--- src/rtl/maze_core.sv ---
// Maze game engine: player position, map-validated moves via a read handshake,
// countdown timer and win/lose status. Optional move counter under MAZE_MOVE_COUNT_EN.
module maze_core #(
    parameter int GRID_W    = 8,
    parameter int GRID_H    = 8,
    parameter int POS_W     = 3,
    parameter int ADDR_W    = 6,
    parameter int START_X   = 0,
    parameter int START_Y   = 0,
    parameter int TIME_W    = 8,
    parameter int TIME_INIT = 60,
    parameter int TICK_DIV  = 50_000_000
) (
    input  logic              clk,
    input  logic              nst,
    input  logic              restart,
    input  logic              move_valid,
    input  logic [1:0]        move_dir,
    output logic              mem_rd,
    output logic [ADDR_W-1:0] mem_addr,
    input  logic [1:0]        mem_data,
    input  logic              mem_rdy,
    output logic [POS_W-1:0]  pos_x,
    output logic [POS_W-1:0]  pos_y,
    output logic [TIME_W-1:0] time_left,
    output logic              busy,
    output logic              move_ok,
    output logic              move_rej,
    output logic              playing,
    output logic              won,
    output logic              lost
`ifdef MAZE_MOVE_COUNT_EN
    ,
    output logic [7:0]        move_cnt
`endif
);

    typedef enum logic [2:0] {
        S_IDLE  = 3'd0,
        S_PLAY  = 3'd1,
        S_FETCH = 3'd2,
        S_WAIT  = 3'd3,
        S_WON   = 3'd4,
        S_LOST  = 3'd5
    } state_t;

    localparam int                CNT_W    = (TICK_DIV > 1) ? $clog2(TICK_DIV) : 1;
    localparam logic [CNT_W-1:0]  CNT_MAX  = CNT_W'(TICK_DIV - 1);
    localparam logic [CNT_W-1:0]  CNT_ONE  = CNT_W'(1);
    localparam logic [POS_W:0]    GRID_W_E = (POS_W+1)'(GRID_W);
    localparam logic [POS_W:0]    GRID_H_E = (POS_W+1)'(GRID_H);
    localparam logic [POS_W:0]    ONE_E    = (POS_W+1)'(1);
    localparam logic [POS_W-1:0]  ONE_P    = POS_W'(1);
    localparam logic [POS_W-1:0]  ZERO_P   = POS_W'(0);
    localparam logic [POS_W-1:0]  START_XP = POS_W'(START_X);
    localparam logic [POS_W-1:0]  START_YP = POS_W'(START_Y);
    localparam logic [TIME_W-1:0] TIME_LD  = TIME_W'(TIME_INIT);
    localparam logic [TIME_W-1:0] TIME_ONE = TIME_W'(1);
    localparam logic [TIME_W-1:0] TIME_Z   = TIME_W'(0);

    state_t              state_q, state_d;
    logic [POS_W-1:0]    pos_x_q, pos_x_d, pos_y_q, pos_y_d;
    logic [POS_W-1:0]    tgt_x_q, tgt_x_d, tgt_y_q, tgt_y_d;
    logic [TIME_W-1:0]   time_q, time_d;
    logic [CNT_W-1:0]    cnt_q, cnt_d;
    logic [ADDR_W-1:0]   mem_addr_q, mem_addr_d;
    logic                mem_rd_q, mem_rd_d;
    logic                busy_q, busy_d;
    logic                ok_q, ok_d;
    logic                rej_q, rej_d;
    logic                playing_q, playing_d;
    logic                won_q, won_d;
    logic                lost_q, lost_d;
`ifdef MAZE_MOVE_COUNT_EN
    logic [7:0]          mcnt_q, mcnt_d;
`endif

    logic [POS_W-1:0]    step_x_s, step_y_s;
    logic                step_ok_s;
    logic [ADDR_W-1:0]   step_addr_s;
    logic                live_s, wrap_s, timeout_s;

    // Candidate target cell for the requested direction and whether it lies on the grid.
    always_comb begin
        step_x_s  = pos_x_q;
        step_y_s  = pos_y_q;
        step_ok_s = 1'b0;
        case (move_dir)
            2'd0: begin
                if (pos_y_q != ZERO_P) begin
                    step_y_s  = pos_y_q - ONE_P;
                    step_ok_s = 1'b1;
                end else begin
                    step_ok_s = 1'b0;
                end
            end
            2'd1: begin
                if (({1'b0, pos_y_q} + ONE_E) < GRID_H_E) begin
                    step_y_s  = pos_y_q + ONE_P;
                    step_ok_s = 1'b1;
                end else begin
                    step_ok_s = 1'b0;
                end
            end
            2'd2: begin
                if (pos_x_q != ZERO_P) begin
                    step_x_s  = pos_x_q - ONE_P;
                    step_ok_s = 1'b1;
                end else begin
                    step_ok_s = 1'b0;
                end
            end
            2'd3: begin
                if (({1'b0, pos_x_q} + ONE_E) < GRID_W_E) begin
                    step_x_s  = pos_x_q + ONE_P;
                    step_ok_s = 1'b1;
                end else begin
                    step_ok_s = 1'b0;
                end
            end
            default: step_ok_s = 1'b0;
        endcase
        step_addr_s = ADDR_W'(step_y_s) * ADDR_W'(GRID_W) + ADDR_W'(step_x_s);
    end

    // Timer prescaler and countdown; only advances while a game is live.
    always_comb begin
        live_s    = (state_q == S_PLAY) || (state_q == S_FETCH) || (state_q == S_WAIT);
        wrap_s    = live_s && (cnt_q == CNT_MAX);
        timeout_s = wrap_s && (time_q == TIME_ONE);
        cnt_d     = cnt_q;
        time_d    = time_q;
        if (live_s) begin
            cnt_d = wrap_s ? {CNT_W{1'b0}} : (cnt_q + CNT_ONE);
        end else begin
            cnt_d = cnt_q;
        end
        if (wrap_s && (time_q != TIME_Z)) begin
            time_d = time_q - TIME_ONE;
        end else begin
            time_d = time_q;
        end
        if (restart) begin
            cnt_d  = {CNT_W{1'b0}};
            time_d = TIME_LD;
        end else begin
            cnt_d  = cnt_d;
        end
    end

    // Game FSM next state, position update and registered output values.
    always_comb begin
        state_d    = state_q;
        pos_x_d    = pos_x_q;
        pos_y_d    = pos_y_q;
        tgt_x_d    = tgt_x_q;
        tgt_y_d    = tgt_y_q;
        mem_addr_d = mem_addr_q;
        ok_d       = 1'b0;
        rej_d      = 1'b0;
        case (state_q)
            S_IDLE: state_d = S_IDLE;
            S_PLAY: begin
                if (move_valid && step_ok_s) begin
                    state_d    = S_FETCH;
                    tgt_x_d    = step_x_s;
                    tgt_y_d    = step_y_s;
                    mem_addr_d = step_addr_s;
                end else if (move_valid) begin
                    rej_d = 1'b1;
                end else begin
                    state_d = S_PLAY;
                end
            end
            S_FETCH: state_d = S_WAIT;
            S_WAIT: begin
                if (mem_rdy) begin
                    case (mem_data)
                        2'b01: begin
                            rej_d   = 1'b1;
                            state_d = S_PLAY;
                        end
                        2'b10: begin
                            pos_x_d = tgt_x_q;
                            pos_y_d = tgt_y_q;
                            ok_d    = 1'b1;
                            state_d = S_WON;
                        end
                        default: begin
                            pos_x_d = tgt_x_q;
                            pos_y_d = tgt_y_q;
                            ok_d    = 1'b1;
                            state_d = S_PLAY;
                        end
                    endcase
                end else begin
                    state_d = S_WAIT;
                end
            end
            S_WON:   state_d = S_WON;
            S_LOST:  state_d = S_LOST;
            default: state_d = S_IDLE;
        endcase
        // A goal reached on the timeout cycle still counts as a win.
        if (timeout_s && (state_d != S_WON)) begin
            state_d = S_LOST;
        end else begin
            state_d = state_d;
        end
        if (restart) begin
            state_d = S_PLAY;
            pos_x_d = START_XP;
            pos_y_d = START_YP;
            ok_d    = 1'b0;
            rej_d   = 1'b0;
        end else begin
            state_d = state_d;
        end
        mem_rd_d  = (state_d == S_FETCH);
        busy_d    = (state_d == S_FETCH) || (state_d == S_WAIT);
        playing_d = (state_d == S_PLAY) || busy_d;
        won_d     = (state_d == S_WON);
        lost_d    = (state_d == S_LOST);
    end

`ifdef MAZE_MOVE_COUNT_EN
    // Saturating count of accepted moves in the current game.
    always_comb begin
        mcnt_d = mcnt_q;
        if (restart) begin
            mcnt_d = 8'd0;
        end else if (ok_d && (mcnt_q != 8'd255)) begin
            mcnt_d = mcnt_q + 8'd1;
        end else begin
            mcnt_d = mcnt_q;
        end
    end
`endif

    // State and output registers.
    always_ff @(posedge clk or negedge nst) begin
        if (!nst) begin
            state_q    <= S_IDLE;
            pos_x_q    <= START_XP;
            pos_y_q    <= START_YP;
            tgt_x_q    <= START_XP;
            tgt_y_q    <= START_YP;
            time_q     <= TIME_Z;
            cnt_q      <= {CNT_W{1'b0}};
            mem_addr_q <= {ADDR_W{1'b0}};
            mem_rd_q   <= 1'b0;
            busy_q     <= 1'b0;
            ok_q       <= 1'b0;
            rej_q      <= 1'b0;
            playing_q  <= 1'b0;
            won_q      <= 1'b0;
            lost_q     <= 1'b0;
`ifdef MAZE_MOVE_COUNT_EN
            mcnt_q     <= 8'd0;
`endif
        end else begin
            state_q    <= state_d;
            pos_x_q    <= pos_x_d;
            pos_y_q    <= pos_y_d;
            tgt_x_q    <= tgt_x_d;
            tgt_y_q    <= tgt_y_d;
            time_q     <= time_d;
            cnt_q      <= cnt_d;
            mem_addr_q <= mem_addr_d;
            mem_rd_q   <= mem_rd_d;
            busy_q     <= busy_d;
            ok_q       <= ok_d;
            rej_q      <= rej_d;
            playing_q  <= playing_d;
            won_q      <= won_d;
            lost_q     <= lost_d;
`ifdef MAZE_MOVE_COUNT_EN
            mcnt_q     <= mcnt_d;
`endif
        end
    end

    assign mem_rd    = mem_rd_q;
    assign mem_addr  = mem_addr_q;
    assign pos_x     = pos_x_q;
    assign pos_y     = pos_y_q;
    assign time_left = time_q;
    assign busy      = busy_q;
    assign move_ok   = ok_q;
    assign move_rej  = rej_q;
    assign playing   = playing_q;
    assign won       = won_q;
    assign lost      = lost_q;
`ifdef MAZE_MOVE_COUNT_EN
    assign move_cnt  = mcnt_q;
`endif

endmodule

--- config.mk ---
export PLATFORM = sky130hd
export DESIGN_NAME = maze_core
export DESIGN_NICKNAME = d
export VERILOG_FILES = /design/src/rtl/maze_core.sv
export SDC_FILE = /design/constraint.sdc
export NUM_CORES = 1
export LEC_CHECK = 0
export CAP_MARGIN = 20
export CORE_ASPECT_RATIO = 0.75
export CORE_MARGIN = 4
export CORE_UTILIZATION = 40
export CTS_BUF_LIST = sky130_fd_sc_hd__clkbuf_4
export CTS_CLUSTER_SIZE = 20
export DETAILED_ROUTE_END_ITERATION = 7
export DONT_BUFFER_PORTS = 1
export PLACE_DENSITY_LB_ADDON = 0.1
export SETUP_SLACK_MARGIN = 0.2
export SLEW_MARGIN = 20
export SYNTH_ARGS = -nofsm -noshare
export SYNTH_HDL_FRONTEND = slang
export SYNTH_SLANG_ARGS = --single-unit
--- constraint.sdc ---
create_clock -name clk -period 2.3 [get_ports clk]
set_input_delay 0.46 -clock clk [delete_from_list [all_inputs] [get_ports clk]]
set_output_delay 0.46 -clock clk [all_outputs]
set_load 0.005 [all_outputs]
# After elaboration in Yosys (flattened, before gate mapping)
# Cells that the tools add are included.
# word_totals
register_bits	62
word_cells	105
# op_classes
addsub	9
order_cmp	2
n_eq_ne	19
n_mux	41
reduce_logical	19
# op_table
cell	n
26-bit two-way mux	3
3-bit two-way mux	18
26-bit by 1-bit adder with 26-bit output, second input constant	1
26-bit == test, second input constant	1
8-bit two-way mux	2
3-bit case mux with 5 select lines	1
1-bit two-way mux	13
3-bit by 2-bit == test with 1-bit output, second input constant	4
3-bit == test, second input constant	4
3-bit case mux with 2 select lines	2
3-bit by 1-bit adder with 4-bit output, second input constant	2
8-bit by 1-bit == test with 1-bit output, second input constant	1
4-bit < comparator, second input constant	2
2-bit nonzero test	4
8-bit nonzero test	1
8-bit by 1-bit subtractor with 8-bit output, second input constant	1
3-bit by 1-bit adder with 3-bit output, second input constant	2
6-bit by 3-bit adder with 6-bit output	1
2-bit == test, second input constant	3
3-bit by 1-bit == test with 1-bit output, second input constant	2
3-bit nonzero test	2
3-bit by 1-bit subtractor with 3-bit output, second input constant	2
1-bit logical AND	5
2-bit by 1-bit == test with 1-bit output, second input constant	2
8 further kinds	11

# Depth between registers and ports, before layout
# Gate-level depths: netlist of run 1.
# depth
word_depth	14
depth_mapped	8

# Least setup slack after synthesis of run 1
# Ideal clock, no wire load.
# synth_timing
path_kind	register -> register
start	register cnt_q[0]
end	register time_q[5], in the netlist time_left[5]
arrival_ns	1.986
t_required_ns	2.164
setup_slack_ns	0.178
stages_incl_launch_ff	8
n_path_buf	1
path_cell_list	dfrtp_1 ha_1 and4_1 clkbuf_1 and2_1 nand4_1 o31ai_1 or3b_2
# synth_between
elab_chain_cells	4
# synth_lines
item	line_no	rtl
start, declared	65	logic [CNT_W-1:0] cnt_q, cnt_d;
start signal, assigned	249	cnt_q <= {CNT_W{1'b0}};
start signal, assigned	268	cnt_q <= cnt_d;
26-bit == test	129	wrap_s = live_s && (cnt_q == CNT_MAX);
1-bit logical AND	129	
1-bit logical AND	138	if (wrap_s && (time_q != TIME_Z)) begin
2-bit nonzero test (no source line)	--	
end signal, assigned	267	time_q <= time_d;
end, declared	64	logic [TIME_W-1:0] time_q, time_d;
# No other way between the ends.
# A chain may end at the register's enable or synchronous reset.

# Worst setup path in the final report of run 1
# layout_timing
start	register cnt_q[7]
end	register cnt_q[21]
# layout_between
elab_chain_cells	5
word_cells_on_any_way	6
cone_classes	add/sub: 1; eq/ne: 1; mux: 3; reduce/logical: 1
# layout_lines
item	line_no	rtl
parallel branches: the longest is 2 deep, another holds 26-bit by 1-bit adder with 26-bit output	--	
26-bit two-way mux (*)	134	cnt_d = wrap_s ? {CNT_W{1'b0}} : (cnt_q + CNT_ONE);
26-bit two-way mux (*)	133	if (live_s) begin
26-bit two-way mux (*)	143	if (restart) begin
# Mark *: on every way between the ends. The select of a mux whose other input is x is not followed.

==> results of run 1 <==
registers in the layout, indices dropped and copies added, names as in the netlist:
signal	count
busy	1
cnt_q	26
lost	1
mem_addr	1
mem_rd	1
move_ok	1
move_rej	1
playing	1
pos_x	3
pos_y	3
state_q	3
tgt_x_q	2
tgt_y_q	3
time_left	8
won	1
stage by stage:
step,std cells,worst slack [ns],utilization (%),hold slack [ns]
6_report,505,0.2460,48.32,0.1345
5_1_grt,505,0.1653,48.32,0.08537
4_1_cts,493,0.1996,46.05,0.1124
3_5_place_dp,481,0.09878,44.48,0.1664
3_3_place_gp,481,0.1459,44.48,0.1663
2_1_floorplan,372,0.2167,-,0.1644
worst max-delay path: stages, from the launching register on:
cell     delay (ns)
dfrtp_2        0.49
nand3_4        0.10
or4_4          0.57
or4_4          0.53
a31oi_1        0.18
o31ai_1        0.09
synthesized netlist by cell type (3+ instances only):
library cell | instances | area (µm²)
a211oi_1 | 3 | 22.52
a21oi_1 | 13 | 65.06
a22o_1 | 5 | 43.79
a31oi_1 | 9 | 56.30
and2_1 | 4 | 25.02
and3_1 | 12 | 75.07
and4_1 | 6 | 52.55
clkbuf_1 | 16 | 60.06
dfrtp_1 | 56 | 1401
ha_1 | 10 | 125.1
inv_1 | 18 | 67.56
mux2i_1 | 6 | 60.06
nand2_1 | 21 | 78.83
nand2b_1 | 3 | 18.77
nand3_1 | 10 | 50.05
nand4_1 | 8 | 50.05
nand4b_1 | 4 | 35.03
nor2_1 | 45 | 168.9
nor2b_1 | 6 | 37.54
nor3_1 | 10 | 50.05
nor3b_1 | 4 | 30.03
nor4_1 | 14 | 87.58
nor4bb_1 | 3 | 30.03
o211ai_1 | 3 | 22.52
o21a_1 | 3 | 22.52
o21ai_0 | 18 | 90.09
o31ai_1 | 9 | 67.56
or2_2 | 3 | 18.77
or3_1 | 3 | 18.77
or3b_2 | 3 | 26.28
or4_1 | 3 | 22.52
xnor2_1 | 11 | 96.34
xor2_1 | 5 | 43.79
cells by family (layout without fill, tap and decap cells):
kind of cell               after synthesis  in the layout
muxes                                    7              7
and+or+nand+nor                        168            168
DFF                                     56             56
buffers and inverters                   36             64
adders and majority gates               10             10
xor gates and xnor gates                16             16
AOI/OAI and AO/OA                       79             79
power by group through the flow:
stage	clock network, mW	logic [mW]	registers, mW
detailed placement	0	0.195	1.10
global placement	0	0.197	1.10
finish	0.403	0.241	1.08
global route	0.460	0.276	1.09
CTS	0.430	0.231	1.08
floorplan	0	0.159	1.08
worst min-delay path by stage:
| stage | end | slack [ns] | cells after the start |
|---|---|---|---|
| after floorplan | busy | 0.16 | 0 |
| after global placement | time_left[4] | 0.17 | 0 |
| after detailed placement | time_left[4] | 0.17 | 0 |
| after CTS | pos_x[0] | 0.11 | 1 |
| after global routing | pos_x[0] | 0.09 | 1 |
| final | pos_x[0] | 0.13 | 1 |
timing repair:
item | CTS | global route
hold endpoints to repair | 56 | 0
pin swaps | 3 | 9
gates resized for setup | 7 | 27
buffers inserted | 3 | 12
hold buffers | 2 | 0
endpoints found under the setup margin | 10 | 17
area by class of cell:
type	instances	area, µm²	share of cell area (%)
Sequential cell	56	1413	36.44
Timing Repair Buffer	39	315.3	8.134
Clock inverter	2	7.507	0.1937
Clock buffer	5	37.54	0.9684
Tap cell	105	131.4	3.389
Multi-Input combinational cell	280	1904	49.13
Inverter	18	67.56	1.743
routing by layer:
metal / share of wire [%] / vias up / GRT usage [%] / wire [µm]
li1: - / 1420 / - / -
met1: 53 / 1411 / 26.32 / 4375
met2: 42 / 63 / 25.28 / 3525
met3: 4.6 / 4 / 3.264 / 379
met4: 0.42 / 0 / 2.620 / 35
met5: 0 / - / 0 / 0
==> results.txt, run 1 <==
FF-to-FF End -> cnt_q[21]
Fin. Hold Viols -> 0
Leakage power -> 1.567 nW
#FFs+latches synth -> 56
RSZ-0062 raised after global routing -> yes
Slew Limit Fails -> 0
WP data required -> 2.57 ns
H-tree depth -> 2
CTS tree -> yes
Netlist cell types -> 55
Ys Warns -> 0
Sequential fraction of the synthesis area -> 41.93%
Synth Area in Adders -> 3.744%
Post-Route WL -> 8316 µm
Critical Path Fanout Max -> 5
Post-Synthesis Net Count -> 391
ANT cells -> 0
Crit path capture -> cnt_q[21]
Compound-Gate Fraction of Synth Area -> 15.84%
Commonest register cell after synthesis -> dfrtp_1
Setup violators final -> 0
Critical R2R Launch -> cnt_q[7]
Crit path launch type -> flip-flop
Total power -> 1.726 mW
Synth Area in Simple Gates -> 28.04%
Sequential power share -> 62.7%
DRT iter0 DRCs -> 237
DIE AREA -> 0.009897 mm²
R2R Setup Slk -> 0.25 ns
Most frequent cells in the layout -> dfrtp_1, nor2_1, buf_4, nand2_1
First-pass GRT wire length -> 13770 µm
CP arrival -> 2.32 ns
Row count -> 28
Post-DP HPWL -> 5765 µm
Setup TNS Final -> 0 ns
# DRC -> 0
Worst Hold Launch -> restart
Synth Instances -> 372
Final worst-path cycle share -> 89.30%
P&R area growth vs syn -> 15.99%
Core box area -> 0.008023 mm²
Leading cell type in the layout, fill and taps excluded -> dfrtp_1
Post-layout net count -> 419
Max-slew headroom -> 64.41%
Gr usage total -> 17.11%
EDFF count, synth -> 0
Pwr Density -> 445.3 mW/mm²
Max rail drop VDD -> 0.2591 mV
CTS Buf Count -> 5
Fill count -> 743
Clock root buffer -> clkbuf_4
Maximum clock path buffer count -> 2
XOR/XNOR Fraction of Synth Area -> 4.193%
Area post-placement -> 0.003568 mm²
Clk sinks -> 56
DIE WIDTH -> 113.5 µm
Num ports -> 36
Gate power share -> 14.0%
Post-route ant nets -> 0
Max Freq -> 486.9 MHz
Avg Vias per Cell -> 5.739
I/O Buffers -> 0
Mux contribution to synthesized area -> 2.134%
Worst Setup SP -> cnt_q[7]
Wire length per cell -> 16.47 µm
CTS clock-pin slew for the worst setup and hold paths -> 0.16 ns
Post-synthesis cell area -> 0.003342 mm²
Initial antenna violation count -> 0
Height of the die -> 87.16 µm
Final global-route overflow total -> 0
Hold/Removal Path Class -> in -> reg
Status -> completed
Clock Skews -> 0.01237 ns
Crit end category -> flip-flop
Clk_lat worst skew -> 0.37 ns
Ys async rst share -> 100.0%
Sw frac -> 28.07%
Worst-Margin Slew -> 0.5290 ns
Worst R2R Path Depth -> 5
Mean Syn Cell Area -> 8.984 µm²
Switching Power -> 484.5 µW
Pin count of the biggest net entering global routing -> 57
Clock Power Share -> 23.3%
Post-layout instance area -> 0.003876 mm²
GPL Wtd Cong -> 0.8874
TritonRoute pass-1 iters -> 4
Vias in the first global route -> 2712
Fraction of layout cells with a size suffix above 1 -> 20.50%
Internal power -> 1.242 mW
Max_cap viols -> 0
Largest family of logic cells by synthesized area -> simple AND/OR/NAND/NOR gates
Min cycle time layout -> 2.054 ns
Vias -> 2898
Starting Density -> 41.66%
Setup CP Type -> reg -> reg
No activity file was read; power rests on OpenSTA's default activity.
==> run 2: changes to the inputs <==
Settings changed: REMOVE_ABC_BUFFERS set to 1.
==> run 2 against run 1 <==
Against the previous run:
- clock skew rose by 0.0053 ns
- worst setup slack got worse by 0.015 ns
- final cell count fell by 1.8%
- maximum frequency fell by 0.74%
- combinational power barely moved
- clock power rose by 11%
- non-clock buffer count fell by 10
- utilization fell by 1.2 points
- sequential cell count did not move
- critical endpoint unchanged
- critical path depth did not move
- design area fell by 2.6%
- worst hold slack got worse by 0.045 ns
==> results.txt, run 2 (synthesized netlist as in run 1, its figures left out) <==
Wire length per cell -> 16.93 µm (was 16.47 µm)
Fraction of layout cells with a size suffix above 1 -> 16.62% (was 20.50%)
Worst-Margin Slew -> 0.7093 ns (was 0.5290 ns)
Fin. Hold Viols -> 0 (unchanged)
Max Freq -> 483.2 MHz (was 486.9 MHz)
WHS -> 0.08916 ns (was 0.1345 ns)
Post-Route WL -> 8397 µm (was 8316 µm)
# DRC -> 0 (unchanged)
Post-route ant nets -> 0 (unchanged)
Crit path launch type -> flip-flop (unchanged)
Row count -> 28 (unchanged)
Max-slew headroom -> 52.51% (was 64.41%)
Vias -> 2889 (was 2898)
Pre-CTS WS -> 0.1872 ns (was 0.09878 ns)
Clock root buffer -> clkbuf_4 (unchanged)
CTS tree -> yes (unchanged)
Vias in the first global route -> 2665 (was 2712)
Total power -> 1.768 mW (was 1.726 mW)
CP arrival -> 2.38 ns (was 2.32 ns)
Worst setup margin -> 0.2306 ns (was 0.2460 ns)
H-tree depth -> 2 (unchanged)
Final non-filler cell total -> 496 (was 505)
Setup TNS Final -> 0 ns (unchanged)
Height of the die -> 87.16 µm (unchanged)
CTS clock-pin slew for the worst setup and hold paths -> 0.17 ns (was 0.16 ns)
Worst Setup SP -> cnt_q[14] (was cnt_q[7])
CTS Buf Count -> 5 (unchanged)
WP data required -> 2.61 ns (was 2.57 ns)
Leading cell type in the layout, fill and taps excluded -> dfrtp_1 (unchanged)
Setup CP Type -> reg -> reg (unchanged)
ANT cells -> 0 (unchanged)
RSZ-0062 raised after global routing -> yes (unchanged)
Post-layout net count -> 409 (was 419)
Final worst-path cycle share -> 89.97% (was 89.30%)
DRT iter0 DRCs -> 199 (was 237)
Max reg flops -> 26 (unchanged)
Avg Vias per Cell -> 5.825 (was 5.739)
Final global-route overflow total -> 0 (unchanged)
DIE WIDTH -> 113.5 µm (unchanged)
Initial antenna violation count -> 0 (unchanged)
DIE AREA -> 0.009897 mm² (unchanged)
Min cycle time layout -> 2.069 ns (was 2.054 ns)
I/O Buffers -> 0 (unchanged)
Clock Skews -> 0.01769 ns (was 0.01237 ns)
Num ports -> 36 (unchanged)
Clk_lat worst skew -> 0.40 ns (was 0.37 ns)
Crit end category -> flip-flop (unchanged)
Final Util -> 47.07% (was 48.32%)
Setup violators final -> 0 (unchanged)
Pin count of the biggest net entering global routing -> 57 (unchanged)
Maximum clock path buffer count -> 2 (unchanged)
Gr usage total -> 17.39% (was 17.11%)
R2R Setup Slk -> 0.23 ns (was 0.25 ns)
Max rail drop VDD -> 0.3939 mV (was 0.2591 mV)
Core box area -> 0.008023 mm² (unchanged)
Top reg by flops -> cnt_q (unchanged)
P&R area growth vs syn -> 12.99% (was 15.99%)
Cells on Worst Hold Path -> 1 (unchanged)
Slew Limit Fails -> 0 (unchanged)
Worst R2R Path Depth -> 5 (unchanged)
Critical Path Fanout Max -> 4 (was 5)
First-pass GRT wire length -> 13820 µm (was 13770 µm)
Area post-placement -> 0.003553 mm² (was 0.003568 mm²)
Leakage power -> 1.526 nW (was 1.567 nW)
Post-Place Cells -> 479 (was 481)
TritonRoute pass-1 iters -> 5 (was 4)
Max_cap viols -> 0 (unchanged)
Starting Density -> 41.66% (unchanged)
Most frequent cells in the layout -> dfrtp_1, nor2_1, buf_4, nand2_1 (unchanged)
Post-DP HPWL -> 5776 µm (was 5765 µm)
Worst Hold Launch -> restart (unchanged)
Pwr Density -> 468.1 mW/mm² (was 445.3 mW/mm²)
Clk sinks -> 56 (unchanged)
Post-layout instance area -> 0.003776 mm² (was 0.003876 mm²)
Critical R2R Launch -> cnt_q[14] (was cnt_q[7])
Hold/Removal Path Class -> in -> reg (unchanged)
Status -> completed (unchanged)
GPL Wtd Cong -> 0.8662 (was 0.8874)
## run 2: changes by cell type in the layout (fill, tap and decap cells not counted), sizes merged
| cell | previous run | this run |
|---|---|---|
| inv | 18 | 19 |
| buf | 38 | 28 |
## run 2: path summary, 6_finish.rpt
kind / end
min: time_left[0]
max in group asynchronous: cnt_q[5]
min reg2reg: cnt_q[0]
max: cnt_q[21]
max reg2reg: cnt_q[21]
min in group asynchronous: mem_addr[2]
## run 2: per-layer routing
layer,track usage [%],vias up,part of all wire [%]
met1,27.60,1400,54
met5,0,-,0
li1,-,1401,-
met3,4.306,7,6.4
met2,23.62,81,39
met4,3.275,0,0.75
## run 2: where the power goes
group / internal, mW / total [mW] / leakage (nW) / switching, mW
combinational: 0.103 / 0.240 / 0.761 / 0.137
clock: 0.119 / 0.446 / 0.0330 / 0.327
sequential: 1.03 / 1.08 / 0.733 / 0.0513
total: 1.25 / 1.77 / 1.53 / 0.515
## run 2: final cells by class
class                           instances  area [µm²]
Tap cell                              105       131.4
Timing Repair Buffer                   29       240.2
Clock inverter                          3       17.52
Clock buffer                            5       37.54
Multi-Input combinational cell        280        1874
Fill cell                             768        4247
Sequential cell                        56        1408
Inverter                               18       67.56
## run 2: timing repair
| action | in CTS | in global routing |
|---|---|---|
| buffers inserted | 2 | 5 |
| hold endpoints to repair | 56 | 0 |
| resized for setup | 3 | 19 |
| hold buffers | 2 | 0 |
| endpoints found under the setup margin | 7 | 36 |
| pin swaps | 1 | 3 |
## run 2: worst max-delay path: stages (launching register included)
cell and delay, ns:
dfrtp_1 0.44, nand4_1 0.15, or4_4 0.59, or4_4 0.54
a31oi_2 0.19, o31ai_1 0.09
==> run 3: changes to the inputs <==
Settings changed: CORE_ASPECT_RATIO 0.75 to 0.5, CORE_UTILIZATION 40 to 60, TNS_END_PERCENT set to 1.
==> run 3 against run 2 <==
Against the previous run:
- clock skew decreased by 0.0063 ns
- power increased by 4.9%
- global-route usage increased by 7.7 points
- sequential power about the same
- design area decreased by 1.6%
- sequential share of layout area increased by 0.57 points
- non-clock buffer count decreased by 1
- worst hold slack improved by 0.016 ns
- clock-buffer cell count unchanged
- clock power increased by 21%
- critical path type unchanged
- critical endpoint is now cnt_q[25]
==> results.txt, run 3 (synthesized netlist as in run 1, its figures left out) <==
Status -> completed (unchanged)
Fraction of layout cells with a size suffix above 1 -> 14.62% (was 16.62%)
Setup violators final -> 0 (unchanged)
Wire length per cell -> 17.40 µm (was 16.93 µm)
Slowest cell delay on critical path -> 0.61 ns (was 0.59 ns)
Max Freq -> 459.0 MHz (was 483.2 MHz)
Clock root buffer -> clkbuf_4 (unchanged)
Cells on Worst Hold Path -> 1 (unchanged)
Pre-CTS WS -> 0.07468 ns (was 0.1872 ns)
CTS Buf Count -> 5 (unchanged)
Gr usage total -> 25.06% (was 17.39%)
Final Util -> 72.05% (was 47.07%)
CTS clock-pin slew for the worst setup and hold paths -> 0.16 ns (was 0.17 ns)
Height of the die -> 60.78 µm (was 87.16 µm)
Worst R2R Path Depth -> 6 (was 5)
Pwr Density -> 498.8 mW/mm² (was 468.1 mW/mm²)
CTS tree -> yes (unchanged)
P&R area growth vs syn -> 11.19% (was 12.99%)
Slew Limit Fails -> 0 (unchanged)
Fin. Hold Viols -> 0 (unchanged)
Final non-filler cell total -> 460 (was 496)
Area post-placement -> 0.003480 mm² (was 0.003553 mm²)
TritonRoute pass-1 iters -> 5 (unchanged)
RSZ-0062 raised after global routing -> yes (unchanged)
Worst Hold Launch -> restart (unchanged)
Setup CP Type -> reg -> reg (unchanged)
GPL Wtd Cong -> 0.8930 (was 0.8662)
Starting Density -> 64.80% (was 41.66%)
DIE WIDTH -> 113.5 µm (unchanged)
Worst-path cell chain -> nand4_1 -> or4_4 -> buf_4 -> nor4_1 -> xnor2_1 -> nor2_1 (was nand4_1 -> or4_4 -> or4_4 -> a31oi_2 -> o31ai_1)
Critical Path Fanout Max -> 5 (was 4)
Maximum clock path buffer count -> 2 (unchanged)
CP arrival -> 2.47 ns (was 2.38 ns)
Row count -> 18 (was 28)
Setup TNS Final -> 0 ns (unchanged)
Clock Skews -> 0.01142 ns (was 0.01769 ns)
Worst path buffer plus inverter count -> 1 (was 0)
FF-to-FF End -> cnt_q[25] (was cnt_q[21])
Max rail drop VDD -> 0.4150 mV (was 0.3939 mV)
Family with the most delay on the worst path -> simple AND/OR/NAND/NOR gates (unchanged)
Crit path launch type -> flip-flop (unchanged)
Worst setup margin -> 0.1211 ns (was 0.2306 ns)
First-pass GRT wire length -> 13790 µm (was 13820 µm)
Hold/Removal Path Class -> in -> reg (unchanged)
Post-Place Cells -> 440 (was 479)
Worst-Margin Slew -> 0.5230 ns (was 0.7093 ns)
Post-layout instance area -> 0.003716 mm² (was 0.003776 mm²)
Post-Route WL -> 8003 µm (was 8397 µm)
DIE AREA -> 0.006901 mm² (was 0.009897 mm²)
Total power -> 1.854 mW (was 1.768 mW)
H-tree depth -> 2 (unchanged)
Core box area -> 0.005157 mm² (was 0.008023 mm²)
Critical R2R Launch -> cnt_q[15] (was cnt_q[14])
Avg Vias per Cell -> 6.354 (was 5.825)
Vias in the first global route -> 2956 (was 2665)
Clk_lat worst skew -> 0.39 ns (was 0.40 ns)
Hold Path End -> pos_y[1] (was time_left[0])
Most frequent cells in the layout -> dfrtp_1, nor2_1, buf_4, nand2_1 (unchanged)
CP max stage cell -> or4_4 (unchanged)
Post-route ant nets -> 0 (unchanged)
R2R Setup Slk -> 0.12 ns (was 0.23 ns)
ANT cells -> 0 (unchanged)
WP data required -> 2.59 ns (was 2.61 ns)
Post-layout net count -> 408 (was 409)
Min cycle time layout -> 2.179 ns (was 2.069 ns)
Post-DP HPWL -> 5605 µm (was 5776 µm)
I/O Buffers -> 0 (unchanged)
WHS -> 0.1047 ns (was 0.08916 ns)
DRT iter0 DRCs -> 212 (was 199)
Crit end category -> flip-flop (unchanged)
# DRC -> 0 (unchanged)
Num ports -> 36 (unchanged)
Leakage power -> 1.519 nW (was 1.526 nW)
Clk sinks -> 56 (unchanged)
Vias -> 2923 (was 2889)
Max reg flops -> 26 (unchanged)
Max-slew headroom -> 64.83% (was 52.51%)
Final global-route overflow total -> 0 (unchanged)
Initial antenna violation count -> 0 (unchanged)
Max_cap viols -> 0 (unchanged)
Final worst-path cycle share -> 94.73% (was 89.97%)
Pin count of the biggest net entering global routing -> 57 (unchanged)
Top reg by flops -> cnt_q (unchanged)
Leading cell type in the layout, fill and taps excluded -> dfrtp_1 (unchanged)
-- run 3: cell types whose count changed in the layout (fill, tap and decap cells not counted), moves of 2 or more --
cell	before	now
o31ai_2	3	1
nor3b_1	2	4
nor3b_2	2	0
o31ai_1	7	9
nor4_2	3	1
-- run 3: routing by layer --
| layer | part of all wire (%) | vias to the layer above | global-route usage [%] |
|---|---|---|---|
| li1 | - | 1403 | - |
| met2 | 48 | 107 | 44.85 |
| met4 | 1.8 | 0 | 8.562 |
| met1 | 44 | 1394 | 30.76 |
| met5 | 0 | - | 0 |
| met3 | 6.4 | 19 | 5.777 |
-- run 3: repair_timing --
| item | CTS | global route |
|---|---|---|
| endpoints found under the hold margin | 56 | 0 |
| setup endpoints to repair | 7 | 18 |
| hold buffers | 2 | 0 |
| setup buffers | 4 | 6 |
| resized for setup | 8 | 8 |
| gates cloned | 0 | 0 |
| pin swaps | 2 | 3 |
-- run 3: where the power goes --
group / switching, mW / internal, mW / total, mW
Clock: 0.317 / 0.223 / 0.540
Sequential: 0.0509 / 1.03 / 1.08
Combinational: 0.136 / 0.0971 / 0.233
-- run 3: layout make-up --
cell class,count,area [µm²]
flip-flops and latches,56,1406
clock buffers,5,37.54
repair buffers,28,232.7
multi-input cells,280,1847
well taps,70,87.58
inverters,18,67.56
fillers,404,1441
clock inverters,3,37.54
-- run 3: how the worst max path moves through the flow --
stage / startpoint / end / slack (ns) / depth (start not counted)
2_1_floorplan: cnt_q[0] / cnt_q[18] / 0.08 / 6
3_3_place_gp: cnt_q[0] / time_left[5] / 0.15 / 6
3_5_place_dp: cnt_q[0] / time_left[5] / 0.07 / 6
4_1_cts: cnt_q[1] / time_left[5] / 0.17 / 6
5_1_grt: cnt_q[15] / cnt_q[21] / 0.03 / 5
6_report: cnt_q[15] / cnt_q[25] / 0.12 / 6
